--- config.mk ---
export PLATFORM = sky130hd
export DESIGN_NAME = uart_tx_fifo
export DESIGN_NICKNAME = d
export VERILOG_FILES = /design/src/rtl/uart_tx_fifo.sv
export SDC_FILE = /design/constraint.sdc
export NUM_CORES = 1
export LEC_CHECK = 0
export ABC_AREA = 1
export CAP_MARGIN = 5
export CORE_ASPECT_RATIO = 0.7
export CORE_MARGIN = 2
export CORE_UTILIZATION = 65
export DETAILED_ROUTE_END_ITERATION = 12
export DONT_BUFFER_PORTS = 1
export PLACE_DENSITY = 0.81
export SLEW_MARGIN = 15
export SYNTH_ARGS = -nofsm -noshare
export SYNTH_HDL_FRONTEND = slang
export SYNTH_SLANG_ARGS = --single-unit
--- constraint.sdc ---
create_clock -name clk -period 4.6 [get_ports clk]
set_input_delay 0.23 -clock clk [delete_from_list [all_inputs] [get_ports clk]]
set_output_delay 0.23 -clock clk [all_outputs]
set_load 0.005 [all_outputs]
--- src/rtl/uart_tx_fifo.sv ---
// Buffered UART transmitter: a small byte FIFO feeding a start / 8 data /
// optional parity / one-or-two stop serializer. tx comes straight from a flop.
module uart_tx_fifo #(
    parameter int clk_freq_hz = 1_000_000,
    parameter int baud_rate   = 115200,
    parameter int fifo_depth  = 8
) (
    input  logic                          clk,
    input  logic                          rst,
    input  logic                          wr_en,
    input  logic [7:0]                    wr_data,
    input  logic                          parity_en,
    input  logic                          parity_odd,
    input  logic                          two_stop,
    input  logic                          clr_ovf,
    output logic                          tx,
    output logic                          fifo_full,
    output logic [$clog2(fifo_depth):0]   fifo_level,
    output logic                          tx_idle,
    output logic                          tx_done,
    output logic                          overflow
);

    localparam int BIT_CLKS = (clk_freq_hz + baud_rate / 2) / baud_rate;
    localparam int CW       = (BIT_CLKS > 1) ? $clog2(BIT_CLKS) : 1;
    localparam int AW       = $clog2(fifo_depth);
    localparam int LW       = AW + 1;

    typedef enum logic [2:0] {
        S_IDLE,
        S_START,
        S_DATA,
        S_PARITY,
        S_STOP
    } state_t;

    // FIFO storage and bookkeeping
    logic [7:0]    mem_q [fifo_depth];
    logic [AW-1:0] wr_ptr_q, wr_ptr_d;
    logic [AW-1:0] rd_ptr_q, rd_ptr_d;
    logic [LW-1:0] level_q, level_d;
    logic          ovf_q, ovf_d;

    // Serializer state
    state_t        state_q, state_d;
    logic [CW-1:0] cnt_q, cnt_d;
    logic [2:0]    idx_q, idx_d;
    logic [7:0]    shift_q, shift_d;
    logic          par_bit_q, par_bit_d;
    logic          par_en_q, par_en_d;
    logic          two_stop_q, two_stop_d;
    logic          tx_q, tx_d;
    logic          done_q, done_d;

    logic          full_w;
    logic          push;
    logic          drop;
    logic          pop;
    logic          load;
    logic          wrap;
    logic [CW-1:0] cnt_inc;
    logic [7:0]    head;

    assign full_w = (level_q == LW'(fifo_depth));
    assign push   = wr_en && !full_w;
    assign drop   = wr_en && full_w;
    assign head   = mem_q[rd_ptr_q];

    // FIFO pointer, occupancy and sticky-overflow next-state
    always_comb begin
        wr_ptr_d = wr_ptr_q;
        rd_ptr_d = rd_ptr_q;
        level_d  = level_q;
        ovf_d    = ovf_q;
        if (push) begin
            wr_ptr_d = wr_ptr_q + 1'b1;
        end
        if (pop) begin
            rd_ptr_d = rd_ptr_q + 1'b1;
        end
        if (push && !pop) begin
            level_d = level_q + 1'b1;
        end else if (!push && pop) begin
            level_d = level_q - 1'b1;
        end
        // A dropped write beats a simultaneous clear.
        if (drop) begin
            ovf_d = 1'b1;
        end else if (clr_ovf) begin
            ovf_d = 1'b0;
        end
    end

    // Serializer next-state; tx_d is the line value for the coming cycle
    always_comb begin
        state_d    = state_q;
        cnt_d      = cnt_q;
        idx_d      = idx_q;
        shift_d    = shift_q;
        par_bit_d  = par_bit_q;
        par_en_d   = par_en_q;
        two_stop_d = two_stop_q;
        tx_d       = tx_q;
        done_d     = 1'b0;
        pop        = 1'b0;
        load       = 1'b0;
        wrap       = (cnt_q == CW'(BIT_CLKS - 1));
        cnt_inc    = wrap ? '0 : cnt_q + 1'b1;

        case (state_q)
            S_IDLE: begin
                tx_d = 1'b1;
                if (level_q != '0) begin
                    load = 1'b1;
                end
            end
            S_START: begin
                cnt_d = cnt_inc;
                if (wrap) begin
                    state_d = S_DATA;
                    idx_d   = 3'd0;
                    tx_d    = shift_q[0];
                end
            end
            S_DATA: begin
                cnt_d = cnt_inc;
                if (wrap) begin
                    if (idx_q == 3'd7) begin
                        idx_d = 3'd0;
                        if (par_en_q) begin
                            state_d = S_PARITY;
                            tx_d    = par_bit_q;
                        end else begin
                            state_d = S_STOP;
                            tx_d    = 1'b1;
                        end
                    end else begin
                        idx_d   = idx_q + 3'd1;
                        shift_d = shift_q >> 1;
                        tx_d    = shift_q[1];
                    end
                end
            end
            S_PARITY: begin
                cnt_d = cnt_inc;
                if (wrap) begin
                    state_d = S_STOP;
                    idx_d   = 3'd0;
                    tx_d    = 1'b1;
                end
            end
            S_STOP: begin
                cnt_d = cnt_inc;
                tx_d  = 1'b1;
                if (wrap) begin
                    if (idx_q == 3'd0 && two_stop_q) begin
                        idx_d = 3'd1;
                    end else begin
                        done_d = 1'b1;
                        if (level_q != '0) begin
                            load = 1'b1;
                        end else begin
                            state_d = S_IDLE;
                        end
                    end
                end
            end
            default: begin
                state_d = S_IDLE;
                tx_d    = 1'b1;
            end
        endcase

        // Pop the head and freeze the frame configuration for its duration.
        if (load) begin
            pop        = 1'b1;
            shift_d    = head;
            par_bit_d  = (^head) ^ parity_odd;
            par_en_d   = parity_en;
            two_stop_d = two_stop;
            state_d    = S_START;
            cnt_d      = '0;
            idx_d      = 3'd0;
            tx_d       = 1'b0;
        end
    end

    // FIFO storage write port (no reset needed: contents are gated by level)
    always_ff @(posedge clk) begin
        if (push) begin
            mem_q[wr_ptr_q] <= wr_data;
        end
    end

    // State registers; reset aborts any frame and flushes the FIFO
    always_ff @(posedge clk or negedge rst) begin
        if (!rst) begin
            wr_ptr_q   <= '0;
            rd_ptr_q   <= '0;
            level_q    <= '0;
            ovf_q      <= 1'b0;
            state_q    <= S_IDLE;
            cnt_q      <= '0;
            idx_q      <= 3'd0;
            shift_q    <= 8'h00;
            par_bit_q  <= 1'b0;
            par_en_q   <= 1'b0;
            two_stop_q <= 1'b0;
            tx_q       <= 1'b1;
            done_q     <= 1'b0;
        end else begin
            wr_ptr_q   <= wr_ptr_d;
            rd_ptr_q   <= rd_ptr_d;
            level_q    <= level_d;
            ovf_q      <= ovf_d;
            state_q    <= state_d;
            cnt_q      <= cnt_d;
            idx_q      <= idx_d;
            shift_q    <= shift_d;
            par_bit_q  <= par_bit_d;
            par_en_q   <= par_en_d;
            two_stop_q <= two_stop_d;
            tx_q       <= tx_d;
            done_q     <= done_d;
        end
    end

    assign tx         = tx_q;
    assign fifo_full  = full_w;
    assign fifo_level = level_q;
    assign tx_idle    = (level_q == '0) && (state_q == S_IDLE);
    assign tx_done    = done_q;
    assign overflow   = ovf_q;

endmodule

==> impl.org, run 1 <==
** Route
- Antenna violation net count after detailed routing :: 0
- In this run, the number of DRC markers left after iteration 0 of detailed routing was 227.
- Average wire per cell in the routed design :: 15.3 um
- After detailed routing, the number of vias per cell comes to 5.45.
- Summing over every cut layer, the via total after detailed routing is 3388.
- After detailed routing, the number of remaining DRC violations is 0.
- DRT Pass-1 Iters :: 5
- After detailed routing, the total wire length is 9540 um.

** Placement
- In this run the cell area measured after placement is 0.00477 mm2.
- The number of placed instances, taps included, is 592.
- Detailed placement ended at an HPWL of 6370 um.
- Buffers placed on the I/O ports in this run total 0.
- Weighted congestion at the end of routability-driven global placement :: 0.839

** Power and ir drop
- Worst IR Drop VDD :: 300 uV
- The share of total power dissipated in the clock network is 29.0%.
- For this design the static power due to leakage is 0.00233 uW.
- Sequential share of power :: 54.6%
- The internal power of the cells totals 1490 uW.
- Power density over cell area :: 401 mW/mm2
- In this run the power spent charging and discharging nets is 571 uW.
- In this run, the combinational gates consume 16.3% of the power.
- Net switching is 27.7% of the power.

** Yosys
- Mapped Cells :: 508
- Counting instances in the post-synthesis netlist gives the leading cell types as nand2_1, inv_1, edfxtp_1.
- Of the total synthesized cell area, the portion taken by AND, OR, NAND and NOR gates is 21.4%.
- Area share of the largest cell type after synthesis :: 40.2%
- The synthesized design contains 64 enable-type register cells.
- Synth Net Count :: 534
- Fraction of registers with async set/reset :: 34.7%
- The synthesized netlist occupies a cell area of 0.00478 mm2.
- Synth Flop Type :: edfxtp_1
- Combinational family with the most area after synthesis :: simple AND/OR/NAND/NOR gates
- Compound-cell area share of the yosys netlist :: 6.93%
- Proportion of synthesized chip area in sequential cells :: 58.0%
- Most frequent cell after synthesis :: nand2_1
- Of the total synthesized cell area, the portion taken by XOR and XNOR cells is 1.10%.
- Synthesis inferred 98 register bits.
- Average instance area after synthesis :: 9.42 um2
- Summed over all instances, the cell type with the most area after synthesis is edfxtp_1.
- Share of synthesized cell area in full adder, half adder and majority cells :: 3.03%
- Synth unique cells :: 40
- Yosys warnings :: 0
- Ranked by total cell area, the synthesized netlist is headed by edfxtp_1, dfrtp_1, nand2_1, inv_1, nand3_1.
- Proportion of synthesized area in mux cells :: 0.235%

** Floorplan
- The initialized floorplan defines 26 standard-cell rows.
- Vertical die dimension :: 75.8 um
- Pin placement for this block handled 24 I/O pins.
- From left edge to right edge, the die measures 107 um.
- The floorplan step defined a die boundary enclosing 0.00807 mm2.
- In this run the standard cell core region covers 0.00722 mm2.
- The initial utilization of the core area, before any placement, comes to 66.3%.

** Cells and area
- Once layout is done, the placed cells without fillers occupy 0.00514 mm2.
- The finished layout holds 622 standard cells, fillers aside.
- Antenna cell count :: 0
- Layout overhead on the synthesized area :: 7.37%
- Count of filler cells inserted in the layout :: 538
- Net count, final :: 545
- In the final layout, the share of cells above drive strength 1 is 7.63%.
- Measured on the finished design, the core utilization comes to 71.1%.

** Min path
- Hold crit path type :: primary input to register

** Timing
- TNS Setup :: 0 ns
- Slew at the pin with the worst max-slew slack :: 1.11 ns
- Hold Violations, Final :: 0
- Setup violations remaining at the end of the flow were counted as 0.
- Final hold analysis gives a worst-case slack of 0.0554 ns.
- Worst clock skew :: 0.0153 ns
- Share of the clock period used by the worst path :: 66.1%
- Slew margin rel. :: 25.8%
- Final critical delay including setup and external delays :: 3.04 ns
- Setup repair after global routing missed its margin :: no
- Maximum clock rate :: 0.329 GHz
- Fin. max-slew vios :: 0

** Clocking
- In this run the post-CTS setup repair buffer count came out at 0.
- Clk Latency, worst-skew pair :: 0.37 ns
- TritonCTS built the clock tree.
- The number of clock buffers added by TritonCTS is 9.
- Buffers from clock root to sink, at most :: 2
- CTS H-tree lvls :: 3
- Clk sink count :: 98
- Clock-pin slew was measured on the worst setup and hold paths at 0.10 ns.
- Clock tree synthesis selected as its root buffer the cell clkbuf_8.

** Critical path
- Worst setup path startpoint :: cnt_q[0]
- Data required time at the worst endpoint :: 4.86 ns
- CP Data Arrival Time :: 3.30 ns
- In this run the register-to-register setup slack is 1.56 ns.
- The endpoint identified for the worst register-to-register timing path is fifo_level[3].
- Maximum fanout encountered on the critical timing path :: 23
- Startpoint Class :: register
- CP Capture Point :: fifo_level[3]
- In this run the critical register-to-register path is launched from cnt_q[0].
- STA classifies the critical path endpoint as a register.
- Kind of critical path :: register to register
- Count of cells along the worst register-to-register path :: 16

** Global routing
- The first global-routing pass estimated 15000 um of wire.
- Global route total overflow :: 0
- The number of antenna violations at the first check in global routing was 0.
- Global routing consumed, over all layers together, 25.0% of the routing resources.
- Largest net degree at the start of global routing :: 35
- Number of global-route vias before repair :: 3126

** Job
- Max capacitance violation total :: 0

** Run status
- The run finished with clean final reports.
[state kept, by name (all words and copies together) (netlist names)]
register / cells
par_en_q: 1
shift_q: 8
two_stop_q: 1
mem_q: 64
rd_ptr_q: 3
wr_ptr_q: 3
cnt_q: 4
par_bit_q: 1
tx_done: 1
overflow: 1
tx: 1
fifo_level: 4
idx_q: 3
state_q: 3
[metal layers]
metal	global-route usage [%]	vias up	share of wire, %
li1	-	1669	-
met1	36.0	1578	47
met2	38.0	123	44
met3	6.76	18	7.0
met4	7.94	0	1.6
met5	0	-	0
[worst max-delay path, stage by stage (launching register included)]
cell and delay, ns:
dfrtp_1 0.40, inv_1 0.08, ha_1 0.20, nand3_1 0.16, inv_1 0.11, nand4_1 0.12, nand2_2 0.18, inv_2 0.35
ha_1 0.27, inv_1 0.10, ha_1 0.29, a21o_1 0.18, a21oi_1 0.15, nor2_1 0.06, nor2_1 0.08, nand2_1 0.06
xor2_1 0.13
[area by class of cell]
type                    instances  area, um2  share of cell area, %
clock buffers                  10        128                   2.48
clock inverters                 6       88.8                   1.73
inverters                      78        300                   5.85
multi-input cells             317       1570                   30.5
flip-flops and latches         98       2770                   54.0
well taps                      98        123                   2.39
repair buffers                 15        158                   3.07
[stage by stage]
stage / power, uW / setup slack (ns)
2_1_floorplan: 1360 / 1.95
3_3_place_gp: 1430 / 1.73
3_5_place_dp: 1450 / 1.60
4_1_cts: 2060 / 1.58
5_1_grt: 2170 / 1.24
6_report: 2060 / 1.56
[power groups by stage]
stage | logic (uW) | registers (uW) | clock network, uW
3_3_place_gp | 291 | 1140 | 0
2_1_floorplan | 229 | 1130 | 0
4_1_cts | 337 | 1120 | 603
6_report | 336 | 1120 | 598
5_1_grt | 387 | 1140 | 642
3_5_place_dp | 311 | 1140 | 0
[placed cells by master (no fill, tap or decap), types with 2 or more instances in the layout]
master and n:
xor2_1 4, nand3_2 4, edfxtp_1 64, o21ai_2 2, o21ai_1 5, ha_1 10, a31oi_1 5, bufinv_16 2
inv_1 73, o22ai_1 2, nand4_1 2, a21oi_1 10, o221ai_1 2, o21ai_0 23, clkbuf_8 9, nand3_1 44
nand2_1 134, dlygate4sd3_1 13, nor2_1 46, nand2_2 7, inv_2 4, dfrtp_1 33, nor3_1 3, xnor2_1 2
[worst min path at each step]
stage / from / end / slack [ns] / depth (start not counted)
after floorplan: rst / cnt_q[0] / -0.07 / 0
after global placement: rst / cnt_q[2] / -0.06 / 0
after detailed placement: rst / cnt_q[2] / -0.06 / 0
after CTS: wr_en / wr_ptr_q[0] / 0.05 / 3
after global routing: wr_en / wr_ptr_q[0] / 0.06 / 3
final: wr_en / wr_ptr_q[0] / 0.06 / 3
[what timing repair did]
action / CTS / global route
gates resized for setup: 0 / 0
hold endpoints to repair: 101 / 0
hold buffers: 14 / 0
[kinds of logic after synthesis]
logic type,after synthesis
and+or+nand+nor,243
DFF,98
buffers and inverters,93
AOI/OAI and AO/OA,56
adders and majority gates,11
xor gates and xnor gates,6
muxes,1
Note: power is estimated with default switching activity, not from simulation.
==> inputs of run 2 (changes only) <==
Settings changed: ABC_AREA 1 to 0, CORE_UTILIZATION 65 to 63, PLACE_DENSITY 0.81 to 0.79.
Clock period 4.6 ns to 3.2 ns, I/O delays scaled along.
==> run 2 against run 1 <==
Sequential power grew 74%. Non-clock buffer count grew 16. Final cell count shrank 33%. Register-to-register slack lost 1.1 ns. Critical path type unchanged. Design area shrank 4.1%. Sequential share of layout area grew 2.3 points. Setup slack lost 1.1 ns. Wire length shrank 17%. Synthesized area shrank 8.9%.
==> impl.org, run 2 <==
** Cells and area
- Biggest register :: mem_q (unchanged)
- The area of combinational cells with multiple inputs is 0.00147 mm2 (was 0.00157 mm2).
- Net count, final :: 345 (was 545)
- Flip-flop count of the largest register after layout :: 64 (unchanged)
- Antenna cell count :: 0 (unchanged)
- Most common cell after layout, fill and taps aside :: edfxtp_1 (was nand2_1)
- Count of filler cells inserted in the layout :: 408 (was 538)
- Fraction of layout cells with a size suffix above 1 :: 16.0% (was 7.63%)
- Regs by FF count: mem_q x64, shift_q x8 (unchanged).
- Storage cell area :: 0.00277 mm2 (unchanged)
- Layout overhead on the synthesized area :: 13.1% (was 7.37%)
- Commonest non-fill, non-tap cells in the layout: edfxtp_1, dfrtp_1, nand2_1 (was nand2_1, inv_1, edfxtp_1).

** Route
- The detailed-route wire length is 7900 um (was 9540 um).
- Ratio of routed vias to standard cells :: 5.79 (was 5.45)
- Detailed-route DRC error count :: 0 (unchanged)
- Average wire per cell in the routed design :: 18.9 um (was 15.3 um)
- Antenna violation net count after detailed routing :: 0 (unchanged)
- The total via count in the routed design came to 2422 (was 3388).
- Initial DRC Count :: 158 (was 227)
- DRT Pass-1 Iters :: 4 (was 5)

** Critical path
- The critical-path maximum fanout came to 8 (was 23).
- WP buf/inv :: 0 (was 4)
- The arrival time at the worst endpoint came to 2.95 ns (was 3.30 ns).
- CP dominant cell by count :: xnor3_1
- Ordered cell list for the critical path :: mux4_2, mux2i_1, xnor3_1, xnor3_1, mux2_4 (was inv_1, ha_1, nand3_1, inv_1, nand4_1, nand2_2, inv_2, ha_1, inv_1, ha_1, a21o_1, a21oi_1, nor2_1, nor2_1, nand2_1, xor2_1)
- Startpoint Class :: register (unchanged)
- Data required time at the worst endpoint :: 3.44 ns (was 4.86 ns)
- Crit path largest cell delay :: 0.63 ns (was 0.40 ns)
- Kind of critical path :: register to register (unchanged)
- Critical path capture point type :: register (unchanged)
- The cell with the biggest individual delay on the critical path is dfrtp_1 (unchanged).
- The cell family contributing the most delay on the critical path is multiplexers (was adder cells).

** Global routing
- The number of antenna violations at the first check in global routing was 0 (unchanged).
- The aggregate global routing overflow is 0 (unchanged).
- The global-route wire length before repair came to 12400 um (was 15000 um).
- Number of global-route vias before repair :: 2368 (was 3126)
- The maximum number of pins on one net before global-route repair came to 35 (unchanged).
- The total routing usage reported by global routing came to 23.0% (was 25.0%).

** Floorplan
- Starting density of the core :: 64.8% (was 66.3%)
- Vertical die dimension :: 73.6 um (was 75.8 um)
- The die footprint was 0.00761 mm2 (was 0.00807 mm2).
- The number of rows in the core area is 25 (was 26).
- Core area :: 0.00673 mm2 (was 0.00722 mm2)
- The I/O pin total is 24 (unchanged).
- The die width came to 103 um (was 107 um).

** Placement
- Post-detail-place hpwl :: 5340 um (was 6370 um)
- The placer congestion estimate came to 0.817 (was 0.839).
- The total of buffers placed on input and output ports came to 0 (unchanged).
- Minimum setup slack after placement :: 0.530 ns (was 1.60 ns)

** Clocking
- The count of clock tree sinks came to 98 (unchanged).
- Clock transition time at the flip-flop clock pins of the worst setup and hold paths :: 0.10 ns (about the same)
- Clk Latency, worst-skew pair :: 0.36 ns (was 0.37 ns)
- CTS buffer count :: 9 (unchanged)
- The number of cells upsized or downsized after cts was 0 (unchanged).
- The TritonCTS clock tree was built (unchanged).
- Cell at the root of the clock tree :: clkbuf_8 (unchanged)
- Buffers from clock root to sink, at most :: 2 (unchanged)
- CTS H-tree lvls :: 3 (unchanged)

** Yosys
- Top cells by instance count after synthesis :: edfxtp_1, dfrtp_1, nand2_1 (was nand2_1, inv_1, edfxtp_1)
- Biggest area contributors in the synthesized netlist: edfxtp_1, dfrtp_1, mux4_2, mux4_1, ha_1 (was edfxtp_1, dfrtp_1, nand2_1, inv_1, nand3_1).
- The post-synthesis instance area was 0.00436 mm2 (was 0.00478 mm2).
- Number of synthesized register bits :: 98 (unchanged)
- The async set or reset register ratio after synthesis was 34.7% (unchanged).
- Mapped Cells :: 289 (was 508)
- The net count after synthesis was 315 (was 534).
- Synth unique cells :: 46 (was 40)
- Area share of the largest cell type after synthesis :: 44.1% (was 40.2%)
- The part of the Yosys area used for sequential elements is 63.6% (was 58.0%).
- Post-synthesis cell type with the largest combined area :: edfxtp_1 (unchanged)
- Number of flops mapped to enable cells by yosys :: 64 (unchanged)
- Average instance area after synthesis :: 15.1 um2 (was 9.42 um2)
- Most frequent cell after synthesis :: edfxtp_1 (was nand2_1)
- The synthesis warning total is 0 (unchanged).
- The flip-flop cell with the highest count after synthesis was edfxtp_1 (unchanged).

** Timing
- The sum of negative setup slack came to 0 ns (unchanged).
- Final-report setup violation count :: 0 (unchanged)
- The post-layout minimum cycle time was 2.71 ns (was 3.04 ns).
- The worst-margin pin slew was 0.511 ns (was 1.11 ns).
- Worst setup slack after layout :: 0.489 ns (was 1.56 ns)
- Share of the clock period used by the worst path :: 84.7% (was 66.1%)
- The final-report hold violation count is 0 (unchanged).
- Maximum clock rate :: 0.369 GHz (was 0.329 GHz)
- Worst clock skew :: 0.0157 ns (was 0.0153 ns)
- Setup repair after global routing missed its margin :: no (unchanged)
- Slew margin rel. :: 65.8% (was 25.8%)
- Fin. max-slew vios :: 0 (unchanged)

** Power and ir drop
- Leakage Power :: 0.00192 uW (was 0.00233 uW)
- The net switching share of the total power came to 32.5% (was 27.7%).
- Net switching power figure :: 1550 uW (was 571 uW)
- The relative contribution of combinational cells to total power was 39.4% (was 16.3%).
- Internal Dissipation :: 3220 uW (was 1490 uW)
- The fraction of power consumed by sequential logic was 40.9% (was 54.6%).
- Power density over cell area :: 970 mW/mm2 (was 401 mW/mm2)
- Share of total power in the clock network :: 19.7% (was 29.0%)
- The peak ir drop on the vdd network was 503 uV (was 300 uV).

** Run status
- Result of the run :: completed (unchanged)

** Job
- The reported max-cap violation count was 0 (unchanged).

** Min path
- Hold crit path type :: primary input to register (unchanged)
==> run 2: changes by cell type after synthesis, moves of 9 or more <==
cell     delta
nand2_1   -113
mux2i_1     +9
mux4_2     +10
o21ai_0     -9
nor2_1     -28
nand3_1    -40
inv_1      -62
==> run 2: cell families (layout without fill, tap and decap cells) <==
logic type	count (synthesis)	after routing	share of synthesized area, %
simple gates	73	73	8.27
compound gates	33	33	4.31
buf+inv	24	59	2.55
flops	98	98	63.6
mux	37	37	14.0
fa+ha+maj	11	11	3.33
xor+xnor	13	13	3.88
==> run 2: worst paths after layout <==
| kind | slack [ns] | cells after the start | start | endpoint |
|---|---|---|---|---|
| setup / recovery | 0.49 | 5 | rd_ptr_q[0] | par_bit_q |
| min in group asynchronous | 0.26 | 2 | rst | shift_q[4] |
| setup reg to reg | 0.49 | 5 | rd_ptr_q[0] | par_bit_q |
| hold / removal | 0.19 | 3 | wr_en | wr_ptr_q[2] |
| max in group asynchronous | 2.68 | 2 | rst | tx |
| hold reg to reg | 0.51 | 2 | two_stop_q | two_stop_q |
==> run 2: what timing repair did <==
item,4_1_cts,5_1_grt
endpoints found under the hold margin,101,0
setup buffers,0,0
setup endpoints to repair,0,0
hold buffers,14,0
==> run 2: area by class of cell <==
class	count	share of cell area, %
clock inverter	6	2.28
timing repair buffer	31	5.64
tap	94	2.39
clock buffer	10	2.59
sequential	98	56.3
multi-input combinational	167	29.9
inverter	12	0.914
==> run 2: worst min-delay path, cell delays in order <==
cell and delay, ns:
nor2b_1 0.19, nand2_1 0.11, xnor2_1 0.06
==> run 2: power by group through the flow <==
stage | registers (uW) | logic [uW] | clock network, uW
after floorplan | 1860 | 1520 | 0
after CTS | 1950 | 1900 | 950
after global routing | 2000 | 2070 | 996
final | 1950 | 1880 | 941
after global placement | 1960 | 1770 | 0
after detailed placement | 1980 | 1860 | 0
==> run 2: through the flow <==
stage	cells	area, um2	utilization [%]	hold slack, ns	total power, uW
3_5_place_dp	388	4540	67.5	-0.134	3830
6_report	418	4930	73.3	0.188	4780
4_1_cts	418	4930	73.3	0.182	4800
5_1_grt	418	4930	73.3	0.207	5060
2_1_floorplan	289	4360	-	-0.136	3390
3_3_place_gp	388	4540	67.5	-0.134	3740
==> run 2: per-layer routing <==
layer	part of all wire [%]	track usage [%]	wire length, um
met3	6.5	5.23	515
met4	1.5	8.48	121
met5	0	0	0
met1	46	34.3	3600
met2	46	33.8	3670
==> inputs of run 3 (changes only) <==
Clock period 3.2 ns to 2.7 ns, I/O delays scaled along.
==> run 3 against run 2 <==
Design area grew 1.3%. Critical endpoint is now fifo_level[3]. Core utilization grew 0.93 points. Combinational power increased by 27%. Sequential power is 17% higher. Largest power group is now combinational cells.
==> impl.org, run 3 (synthesized netlist as in run 2, its figures left out) <==
** Route
- The total via count in the routed design came to 2448 (was 2422).
- The number of iterations in the first detailed-routing pass came to 4 (unchanged).
- Detailed-route wire length :: 7950 um (was 7900 um)
- The detail-routed via count per cell came to 5.81 (was 5.79).
- The initial DRC count is 156 (was 158).
- The routed wire length per instance was 18.9 um (about the same).
- Antenna violation net count after detailed routing :: 0 (unchanged)
- Detailed-route DRC error count :: 0 (unchanged)

** Power and ir drop
- Worst IR Drop VDD :: 581 uV (was 503 uV)
- Power density over cell area :: 1160 mW/mm2 (was 970 mW/mm2)
- Leakage Power :: 0.00193 uW (was 0.00192 uW)

** Placement
- Post-detail-place hpwl :: 5430 um (was 5340 um)
- The setup slack after placement came to 0.106 ns (was 0.530 ns).
- Buffers added on ports :: 0 (unchanged)
- The placer congestion estimate was 0.784 (was 0.817).
- # placed instances :: 390 (was 388)

** Global routing
- The total routing usage reported by global routing was 23.7% (was 23.0%).
- Largest net degree at the start of global routing :: 35 (unchanged)
- The number of global-route vias before repair came to 2430 (was 2368).
- The global-route wire length before repair came to 12800 um (was 12400 um).
- Global route total overflow :: 0 (unchanged)
- The number of antenna violations at the first check in global routing came to 0 (unchanged).

** Clocking
- The TritonCTS clock tree is built (unchanged).
- Clk sink count :: 98 (unchanged)
- The total clock buffers created by CTS is 9 (unchanged).
- The insertion delay of the later-clocked pin in the worst-skew pair was 0.36 ns (about the same).
- The largest buffer count on any clock path was 2 (unchanged).
- The clock input transition at the sequential cells of the worst setup and hold paths is 0.09 ns (was 0.10 ns).
- Cell at the root of the clock tree :: clkbuf_8 (unchanged)
- CTS H-tree lvls :: 3 (unchanged)

** Critical path
- The startpoint kind of the worst setup timing path is a register (unchanged).
- The setup slack on the worst flop-to-flop path was 0.11 ns (was 0.49 ns).
- The launch instance of the worst register-to-register path is fifo_level[3] (was rd_ptr_q[0]).
- Endpoint of the lowest-slack register-to-register path :: fifo_level[3] (was par_bit_q)
- Maximum fanout encountered on the critical timing path :: 4 (was 8)
- The kind of end point of the critical path was a register (unchanged).
- The critical path data required time was 2.95 ns (was 3.44 ns).
- CP Data Arrival Time :: 2.85 ns (was 2.95 ns)
- The depth of the most critical reg-to-reg path is 11 (was 5).
- Kind of critical path :: register to register (unchanged)

** Run status
- Result of the run :: completed (unchanged)

** Floorplan
- The starting utilization of the core area is 64.8% (unchanged).
- The core area came to 0.00673 mm2 (unchanged).
- Die Area :: 0.00761 mm2 (unchanged)
- The number of rows in the core area was 25 (unchanged).
- The vertical die dimension was 73.6 um (unchanged).
- Die Wd :: 103 um (unchanged)
- Io pins :: 24 (unchanged)

** Timing
- Worst clock skew :: 0.0135 ns (was 0.0157 ns)
- The final-report hold violation count is 0 (unchanged).
- The worst path setup slack after routing is 0.108 ns (was 0.489 ns).
- The worst hold slack after final layout was 0.203 ns (was 0.188 ns).
- The tightest slew margin relative to the limit was 65.1% (was 65.8%).
- The worst-margin pin slew is 0.521 ns (was 0.511 ns).
- Final critical delay including setup and external delays :: 2.59 ns (was 2.71 ns)
- Setup repair after global routing missed its margin: no (unchanged).
- The part of the cycle the worst path needs came to 96.0% (was 84.7%).
- The number of failing setup endpoints in the final timing report came to 0 (unchanged).
- The max-slew violation total from the final report was 0 (unchanged).
- The sum of negative setup slack came to 0 ns (unchanged).
- The maximum achievable frequency came to 0.386 GHz (was 0.369 GHz).

** Cells and area
- The final core utilization was 74.2% (was 73.3%).
- Non-Filler Instances :: 421 (was 418)
- Regs by FF count: mem_q x64, shift_q x8 (unchanged).
- The area of combinational cells with multiple inputs is 0.00150 mm2 (was 0.00147 mm2).
- The most common library cell in the layout ignoring fill and taps is edfxtp_1 (unchanged).
- The share of cells above drive strength 1 was 19.0% (was 16.0%).
- Commonest non-fill, non-tap cells in the layout: edfxtp_1, dfrtp_1, nand2_1 (unchanged).
- The number of nets in the finished design was 348 (was 345).
- The flip-flop and latch area is 0.00278 mm2 (was 0.00277 mm2).
- The most flop-heavy register was mem_q (unchanged).
- The signed area change from the synthesized netlist to the final layout came to 14.5% (was 13.1%).
- The number of diodes is 0 (unchanged).
- Count of filler cells inserted in the layout :: 402 (was 408)
- The flip-flop count of the largest register, all copies and words added came to 64 (unchanged).

** Min path
- The worst hold-check path type is primary input to asynchronous set/reset pin (was primary input to register).

** Job
- The reported max-cap violation count came to 0 (unchanged).
==> run 3: cell types whose count changed in the layout (fill, tap and decap cells not counted), moves of 2 or more <==
cell        before  now
dfrtp_1         33   31
dfrtp_2          0    2
clkinvlp_4       0    2
buf_4           17   19
==> run 3: repair_timing <==
action,CTS,global route
setup endpoints to repair,0,1
hold buffers,14,0
endpoints found under the hold margin,101,0
setup buffers,0,1
gates resized for setup,0,3
==> run 3: worst max-delay path by stage <==
stage,startpoint,end,slack [ns],cells past startpoint
floorplan,cnt_q[0],fifo_level[3],0.01,16
global placement,idx_q[0],fifo_level[3],0.19,14
detailed placement,rd_ptr_q[0],par_bit_q,0.11,6
CTS,idx_q[0],fifo_level[3],0.05,14
global route,fifo_level[3],fifo_level[3],0.0005,11
finish,fifo_level[3],fifo_level[3],0.11,11
==> run 3: power by group <==
| part | total (uW) | internal (uW) | switching, uW |
|---|---|---|---|
| logic | 2390 | 1280 | 1120 |
| clock network | 1110 | 618 | 493 |
| registers | 2280 | 2000 | 279 |
==> run 3: per-stage QoR <==
stage          power [uW]  cell area (um2)
3_3_place_gp         4530             4590
4_1_cts              5790             4980
6_report             5780             4990
3_5_place_dp         4620             4590
5_1_grt              6160             4990
2_1_floorplan        4080             4400
==> run 3: metal layers <==
layer	vias to the layer above	global-route usage [%]	wire length (um)
met1	1222	36.5	3780
met5	-	0	0
li1	1151	-	-
met2	67	34.1	3640
met3	8	6.57	440
met4	0	5.85	86
==> run 3: cell type report <==
type / count / share of cell area, %
clock inverters: 6 / 2.28
clock buffers: 10 / 2.56
well taps: 94 / 2.36
inverters: 12 / 0.953
multi-input cells: 167 / 30.0
repair buffers: 34 / 6.27
flip-flops and latches: 98 / 55.6
==> run 3: critical path, stage by stage, from the launching register on <==
cell	delay, ns
dfrtp_2	0.45
or4_4	0.55
and3_2	0.26
inv_4	0.07
ha_4	0.14
inv_2	0.05
ha_1	0.28
a21o_1	0.20
a21oi_2	0.15
xnor2_1	0.14
nor2_1	0.06
xor2_1	0.13
